### src/rtl/fetch_unit.sv
// Parametrised PC / instruction-fetch stage with a one-outstanding req/gnt/rsp memory port.
// Optional macro PC_MISALIGN_TRAP_EN: misaligned redirects trap to TRAP_VEC instead of being aligned.
module fetch_unit #(
    parameter int unsigned     PC_W      = 32,
    parameter logic [PC_W-1:0] RESET_VEC = '0,
    parameter logic [PC_W-1:0] TRAP_VEC  = PC_W'(32'h100)
) (
    input  logic            clk,
    input  logic            rst_n,
    input  logic            stall,
    input  logic            branch,
    input  logic            zero,
    input  logic            jump,
    input  logic            jalr,
    input  logic [PC_W-1:0] exPc,
    input  logic [31:0]     imm,
    input  logic [31:0]     rs1,
    output logic            imemReq,
    output logic [PC_W-1:0] imemAddr,
    input  logic            imemGnt,
    input  logic            imemRspValid,
    input  logic [31:0]     imemRspData,
    output logic            instrValid,
    output logic [31:0]     instr,
    output logic [PC_W-1:0] pc,
    output logic [PC_W-1:0] pcPlus4,
    output logic            trap
);

    typedef enum logic [1:0] {
        S_IDLE,
        S_REQ,
        S_WAIT
    } state_t;

    state_t          state_q, state_d;
    logic [PC_W-1:0] fetch_pc_q, fetch_pc_d;
    logic            kill_q, kill_d;
    logic            instr_valid_q;
    logic [31:0]     instr_q;
    logic [PC_W-1:0] pc_q;
    logic            req;
    logic            load;

    // Redirect target: sums formed at 32 bits, then truncated to PC_W (silent wrap).
    logic            redir;
    logic [31:0]     sum_jalr;
    logic [31:0]     sum_br;
    logic [31:0]     target_full;
    logic [PC_W-1:0] target;
    logic [PC_W-1:0] redir_pc;
    logic            redir_trap;

    assign redir       = jalr | jump | (branch & zero);
    assign sum_jalr    = rs1 + imm;
    assign sum_br      = 32'(exPc) + imm;
    assign target_full = jalr ? (sum_jalr & ~32'd1) : sum_br;
    assign target      = target_full[PC_W-1:0];

    generate
        if (PC_W < 32) begin : g_trunc
            logic unused_hi;
            assign unused_hi = ^target_full[31:PC_W];
        end
    endgenerate

`ifdef PC_MISALIGN_TRAP_EN
    logic misalign;
    logic trap_q;

    assign misalign   = |target[1:0];
    assign redir_pc   = misalign ? TRAP_VEC : target;
    assign redir_trap = redir & misalign;

    always_ff @(posedge clk or negedge rst_n) begin
        if (!rst_n) begin
            trap_q <= 1'b0;
        end else begin
            trap_q <= redir_trap;
        end
    end

    assign trap = trap_q;
`else
    logic unused_lo;

    assign unused_lo  = ^target[1:0];
    assign redir_pc   = {target[PC_W-1:2], 2'b00};
    assign redir_trap = 1'b0;
    assign trap       = redir_trap;
`endif

    always_comb begin
        state_d    = state_q;
        fetch_pc_d = fetch_pc_q;
        kill_d     = kill_q;
        req        = 1'b0;
        load       = 1'b0;
        case (state_q)
            S_IDLE: state_d = S_REQ;
            S_REQ: begin
                req = !instr_valid_q || !stall;
                if (req && imemGnt) begin
                    state_d = S_WAIT;
                end
            end
            S_WAIT: begin
                if (imemRspValid) begin
                    state_d = S_REQ;
                    kill_d  = 1'b0;
                    if (!kill_q && !redir) begin
                        load       = 1'b1;
                        fetch_pc_d = fetch_pc_q + PC_W'(4);
                    end
                end
            end
            default: state_d = S_IDLE;
        endcase
        // A response still owed by memory must be discarded once the PC moves.
        if (redir) begin
            fetch_pc_d = redir_pc;
            if ((state_q == S_WAIT && !imemRspValid) || (state_q == S_REQ && req && imemGnt)) begin
                kill_d = 1'b1;
            end
        end
    end

    always_ff @(posedge clk or negedge rst_n) begin
        if (!rst_n) begin
            state_q    <= S_IDLE;
            fetch_pc_q <= RESET_VEC;
            kill_q     <= 1'b0;
        end else begin
            state_q    <= state_d;
            fetch_pc_q <= fetch_pc_d;
            kill_q     <= kill_d;
        end
    end

    always_ff @(posedge clk or negedge rst_n) begin
        if (!rst_n) begin
            instr_valid_q <= 1'b0;
            instr_q       <= '0;
            pc_q          <= '0;
        end else if (redir) begin
            instr_valid_q <= 1'b0;
        end else if (load) begin
            instr_valid_q <= 1'b1;
            instr_q       <= imemRspData;
            pc_q          <= fetch_pc_q;
        end else if (!stall) begin
            instr_valid_q <= 1'b0;
        end
    end

    assign imemReq    = req;
    assign imemAddr   = fetch_pc_q;
    assign instrValid = instr_valid_q;
    assign instr      = instr_q;
    assign pc         = pc_q;
    assign pcPlus4    = pc_q + PC_W'(4);

endmodule

### config.mk
export PLATFORM = sky130hd
export DESIGN_NAME = fetch_unit
export DESIGN_NICKNAME = d
export VERILOG_FILES = /design/src/rtl/fetch_unit.sv
export SDC_FILE = /design/constraint.sdc
export NUM_CORES = 1
export LEC_CHECK = 0
export ABC_CLOCK_PERIOD_IN_PS = 5300
export CAP_MARGIN = 20
export CORE_UTILIZATION = 51
export DETAILED_ROUTE_END_ITERATION = 16
export HOLD_SLACK_MARGIN = 0.1
export PLACE_DENSITY = 0.88
export SLEW_MARGIN = 15
export SYNTH_ARGS = -nofsm -noshare
export SYNTH_HDL_FRONTEND = slang
export SYNTH_SLANG_ARGS = --single-unit
### constraint.sdc
create_clock -name clk -period 5.3 [get_ports clk]
set_clock_uncertainty 0.15 [all_clocks]
set_input_delay 0.53 -clock clk [delete_from_list [all_inputs] [get_ports clk]]
set_output_delay 0.53 -clock clk [all_outputs]
set_load 0.01 [all_outputs]
After elaboration in Yosys (flattened, before gate mapping):

Index checks and enable logic that the tools add are counted.

* register bits: 100
* bits of input ports: 137
* output and inout port bits: 131

* add/subtract/negate cells: 4
* eq/ne operators: 5
* multiplexer cells: 19
* bitwise logic cells: 4
* reductions and logical operators: 19

Operators by type and width (count)
* 32-bit 2-to-1 mux: 5
* 32-bit by 3-bit adder with 32-bit output (second input constant): 2
* 32-bit adder: 2
* 1-bit 2-to-1 mux: 11
* 2-bit case mux with 3 select lines: 1
* 2-bit nonzero test: 3
* 1-bit logical AND: 5
* 1-bit zero test: 5
* 2-bit 2-to-1 mux: 2
* 2-bit inequality test (second input constant): 2
* 2-bit AND reduction: 2
* 3-bit by 1-bit inequality test with 1-bit output (second input constant): 1
* 3-bit AND reduction: 1
* 2-bit by 1-bit == test with 1-bit output (second input constant): 1
* 2-bit == test (second input constant): 1
* 2-bit zero test: 1
* 1-bit logical OR: 2
* 1-bit OR: 2
* 1-bit AND: 1
* 1-bit inverter: 1

Longest topological paths before layout:

* depth after elaboration: 9
* mapped depth: 10
* mapped depth without buffers: 9

Worst setup path before layout:

OpenSTA, ideal clock, no wires.

* path kind: input port to flip-flop
* from: input exPc[16]
* to: register fetch_pc_q[31], in the netlist imemAddr[31]
* data arrival time: 2.628 ns
* required time: 5.014 ns
* setup slack: 2.386 ns
* stages on the path: 10
* buffers on the path: 1
* cell sequence: ha_1 -> buf_2 -> or4_1 -> o2111ai_1 -> o21ai_0 -> a21oi_1 -> a2bb2oi_1 -> mux2_2 -> a21oi_1 -> o21ai_0

* cells in the longest elaborated chain, start to end: 3

Ends and longest elaborated chain
* start: declaration: RTL line 15 `input logic [PC_W-1:0] exPc,`
* 32-bit adder: RTL line 56 `assign sum_br = 32'(exPc) + imm;`
* 32-bit 2-to-1 mux: RTL line 57 `assign target_full = jalr ? (sum_jalr & ~32'd1) : sum_br;`
* 32-bit 2-to-1 mux: RTL line 120 `if (redir) begin`
* end signal: assignment: RTL line 135 `fetch_pc_q <= fetch_pc_d;`
* end: declaration: RTL line 37 `logic [PC_W-1:0] fetch_pc_q, fetch_pc_d;`

Every way passes these cells.
A chain may end at the register's enable or synchronous reset.

Worst setup path after layout:

* from: register pc_q[5], in the netlist pc[5]
* to: output pcPlus4[25]

* cells in the longest elaborated chain, start to end: 1

Ends and longest elaborated chain
* start: declaration: RTL line 41 `logic [PC_W-1:0] pc_q;`
* start signal: assignment: RTL line 150 `pc_q <= fetch_pc_q;`
* 32-bit by 3-bit adder with 32-bit output: RTL line 161 `assign pcPlus4 = pc_q + PC_W'(4);`
* end: declaration: RTL line 26 `output logic [PC_W-1:0] pcPlus4,`

Every way passes these cells.

==> results.json <==
{
  "cellInternalPower_mw": 2.007,
  "gr-total-overflow": 0,
  "yosysMostFrequentCell": "dfrtp_1",
  "grt_pass1_vias": 7348,
  "dr.pass1.iters": 5,
  "ff2ff_path_depth": 8,
  "min_from": "instr[23]",
  "row_count": 45,
  "timing.fmax_mhz": 269.4,
  "worst_pin_slew_ns": 0.9156,
  "cp_slowest_stage_delay_ns": 0.57,
  "synthArstFlopShare_pct": 100.0,
  "grt_max_degree": 65,
  "clk_latency_ns": 0.34,
  "route.detailed.drc": 0,
  "yosysSeqAreaShare_pct": 30.19,
  "clock-sinks": 96,
  "setup_ws_ns": 1.588,
  "setup_viol": 0,
  "htreeDepth": 3,
  "worst-path-buf-inv": 1,
  "cp_max_fo": 6,
  "cts-hold-fix-buffers": 1,
  "finalHoldViolCount": 0,
  "fp.dieW_um": 126.9,
  "initial_core_util_pct": 52.35,
  "cts_tree": "yes",
  "ff2ff_setup_slack_ns": 2.34,
  "vias": 7809,
  "timing.critical_path.cells": "and3_1, and3_1, nand3_1, nor2_1, nand4_1, nor2_1, nand3_1, xnor2_1, clkdlybuf4s50_1",
  "cts-root-buf": "clkbuf_16",
  "status": "finished clean",
  "via_per_inst": 5.916,
  "cts_resized": 0,
  "wirelength_um": 23840,
  "seq_area_um2": 2402,
  "p_sw_mw": 1.124,
  "synth_area_leaders": "dfrtp_1 30%, ha_1 9.7%, mux2_2 8.5%",
  "coreArea_um2": 15200,
  "netlist_area_um2": 7958,
  "synth.distinct_cells": 74,
  "antenna_cells": 0,
  "port_buffers": 260,
  "syn_avg_cell_area_um2": 9.012,
  "max-slew-margin-rel_pct": 38.74,
  "swShare_pct": 35.90,
  "grt_first_pass_wirelength_um": 37430,
  "crit_required_ns": 4.62,
  "worst_ep_arrival_time_ns": 3.03,
  "synth_area_leader_cell": "dfrtp_1",
  "track_usage_pct": 29.31,
  "crit_path_end_kind": "output port",
  "die_y_um": 126.9,
  "cts_setup_buffers": 0,
  "crit_family": "simple AND/OR/NAND/NOR gates",
  "ys_ff_latch": 96,
  "gp_congestion": 0.9555,
  "p_comb_share_pct": 45.5,
  "ant_nets": 0,
  "pre_cts_ws_ns": 1.532,
  "clk_path_buf_depth": 2,
  "drt_iter0_markers": 581,
  "power_frac_clock_pct": 19.5,
  "synth_common_cells": "96 x dfrtp_1, 70 x nand2_1, 68 x nor2_1, 62 x ha_1, 60 x mux2_2",
  "worstHoldPathType": "reg -> reg",
  "synth_cells": 883,
  "fin_nets": 1327,
  "p_seq_share_pct": 35.0,
  "dieArea_um2": 16110,
  "io_pins": 268,
  "synth_top_area_share_pct": 30.19,
  "post-route-period-util_pct": 70.04,
  "rsz0062_at_grt": "false",
  "powerDensity_nw_per_um2": 285.2,
  "whs_path_depth": 1,
  "synth_edf_count": 0,
  "crit_slowest_cell": "clkdlybuf4s50_1",
  "layout_min_cycle_time_ns": 3.712,
  "numCtsBuffers": 9,
  "reg2reg_from": "state_q[0]",
  "fin_setup_tns_ns": 0,
  "fill_cells": 1167,
  "finalMaxSlewViolations": 0,
  "place_hpwl_um": 19410,
  "syn_to_final_growth_pct": 37.92,
  "routedWlPerCell_um": 18.06,
  "timing.max_cap.violations": 0,
  "synth-main-ff-cell": "dfrtp_1",
  "multi_input_area_um2": 5329,
  "critPathLaunchType": "flip-flop",
  "path_class": "reg -> out",
  "cts.clk_slew.worst_paths_ns": 0.07,
  "grt_antenna_before_repair": 0,
  "r2r_end": "imemAddr[19]",
  "drive_above_1_share_pct": 8.569,
  "min_to": "instr[23]",
  "yosysWarnings": 0,
  "ir_worst_vdd_v": 0.0002452,
  "leakage_nw": 4.751
}
==> cell type report <==
class	instances	share of cell area [%]
inverters	21	0.7182
clock inverters	6	0.4560
multi-input cells	733	48.55
flip-flops and latches	96	21.89
clock buffers	9	2.052
well taps	188	2.143
repair buffers	267	24.19
==> through the flow <==
stage | hold WS (ns) | power [mW] | area (um2) | utilization, % | std cells
after floorplan | 0.08441 | 1.763 | 7980 | - | 889
after global placement | 0.3348 | 2.483 | 10690 | 70.32 | 1304
after detailed placement | 0.3417 | 2.518 | 10690 | 70.32 | 1304
after CTS | 0.3568 | 3.136 | 10980 | 72.20 | 1320
after global routing | 0.3671 | 3.298 | 10980 | 72.20 | 1320
final | 0.3548 | 3.131 | 10980 | 72.20 | 1320
==> cell usage in the layout, fill, tap and decap left out, types with 7 or more instances in the layout <==
| cell type | n |
|---|---|
| or3_1 | 8 |
| o21a_1 | 11 |
| nor3_1 | 9 |
| inv_1 | 21 |
| clkdlybuf4s50_1 | 259 |
| nand4_1 | 29 |
| and3_1 | 13 |
| a21o_1 | 28 |
| mux2i_1 | 7 |
| mux2_2 | 60 |
| xor2_1 | 36 |
| buf_4 | 7 |
| conb_1 | 7 |
| xnor2_1 | 59 |
| nand3_1 | 34 |
| o21ai_0 | 36 |
| dfrtp_1 | 96 |
| a211oi_1 | 9 |
| clkbuf_16 | 9 |
| nor2_1 | 68 |
| ha_1 | 62 |
| nand2_1 | 69 |
| and2_1 | 9 |
| a21oi_1 | 56 |
==> worst max path at each step <==
stage                   endpoint  startpoint  slack, ns  cells past startpoint
global route         pcPlus4[25]       pc[5]       1.35                      9
detailed placement  imemAddr[17]      imm[2]       1.53                     10
CTS                  pcPlus4[25]       pc[5]       1.56                      9
global placement    imemAddr[17]      imm[2]       1.60                     10
floorplan           imemAddr[31]    exPc[16]       2.39                     10
finish               pcPlus4[25]       pc[5]       1.59                      9
==> cells by family after synthesis <==
| logic type | share of synthesized area, % |
|---|---|
| flops | 30.19 |
| xor+xnor | 10.46 |
| compound gates | 20.03 |
| other cells | 0.04712 |
| buf+inv | 3.223 |
| fa+ha+maj | 9.748 |
| simple gates | 16.93 |
| mux | 9.371 |
==> registers in the layout, summed over array words and instances (netlist names) <==
register	flops
instr	32
imemAddr	30
pc	30
state_q	2
instrValid	1
kill_q	1
==> power by group through the flow <==
stage                     sequential, mW  clock, mW  combinational (mW)
after floorplan                     1.13          0               0.636
after global placement              1.09          0                1.39
after detailed placement            1.10          0                1.41
after CTS                           1.09      0.623                1.42
after global routing                1.12      0.651                1.53
final                               1.10      0.611                1.42
==> routing by layer <==
layer	wire length (um)	track usage (%)	up-vias	share of wire [%]
met5	0	0	-	0
met4	690	11.69	0	2.9
met3	1665	3.712	45	7.0
met2	11350	49.74	353	48
met1	10130	37.87	3654	43
li1	-	-	3757	-
No activity file was read; power rests on OpenSTA's default activity.
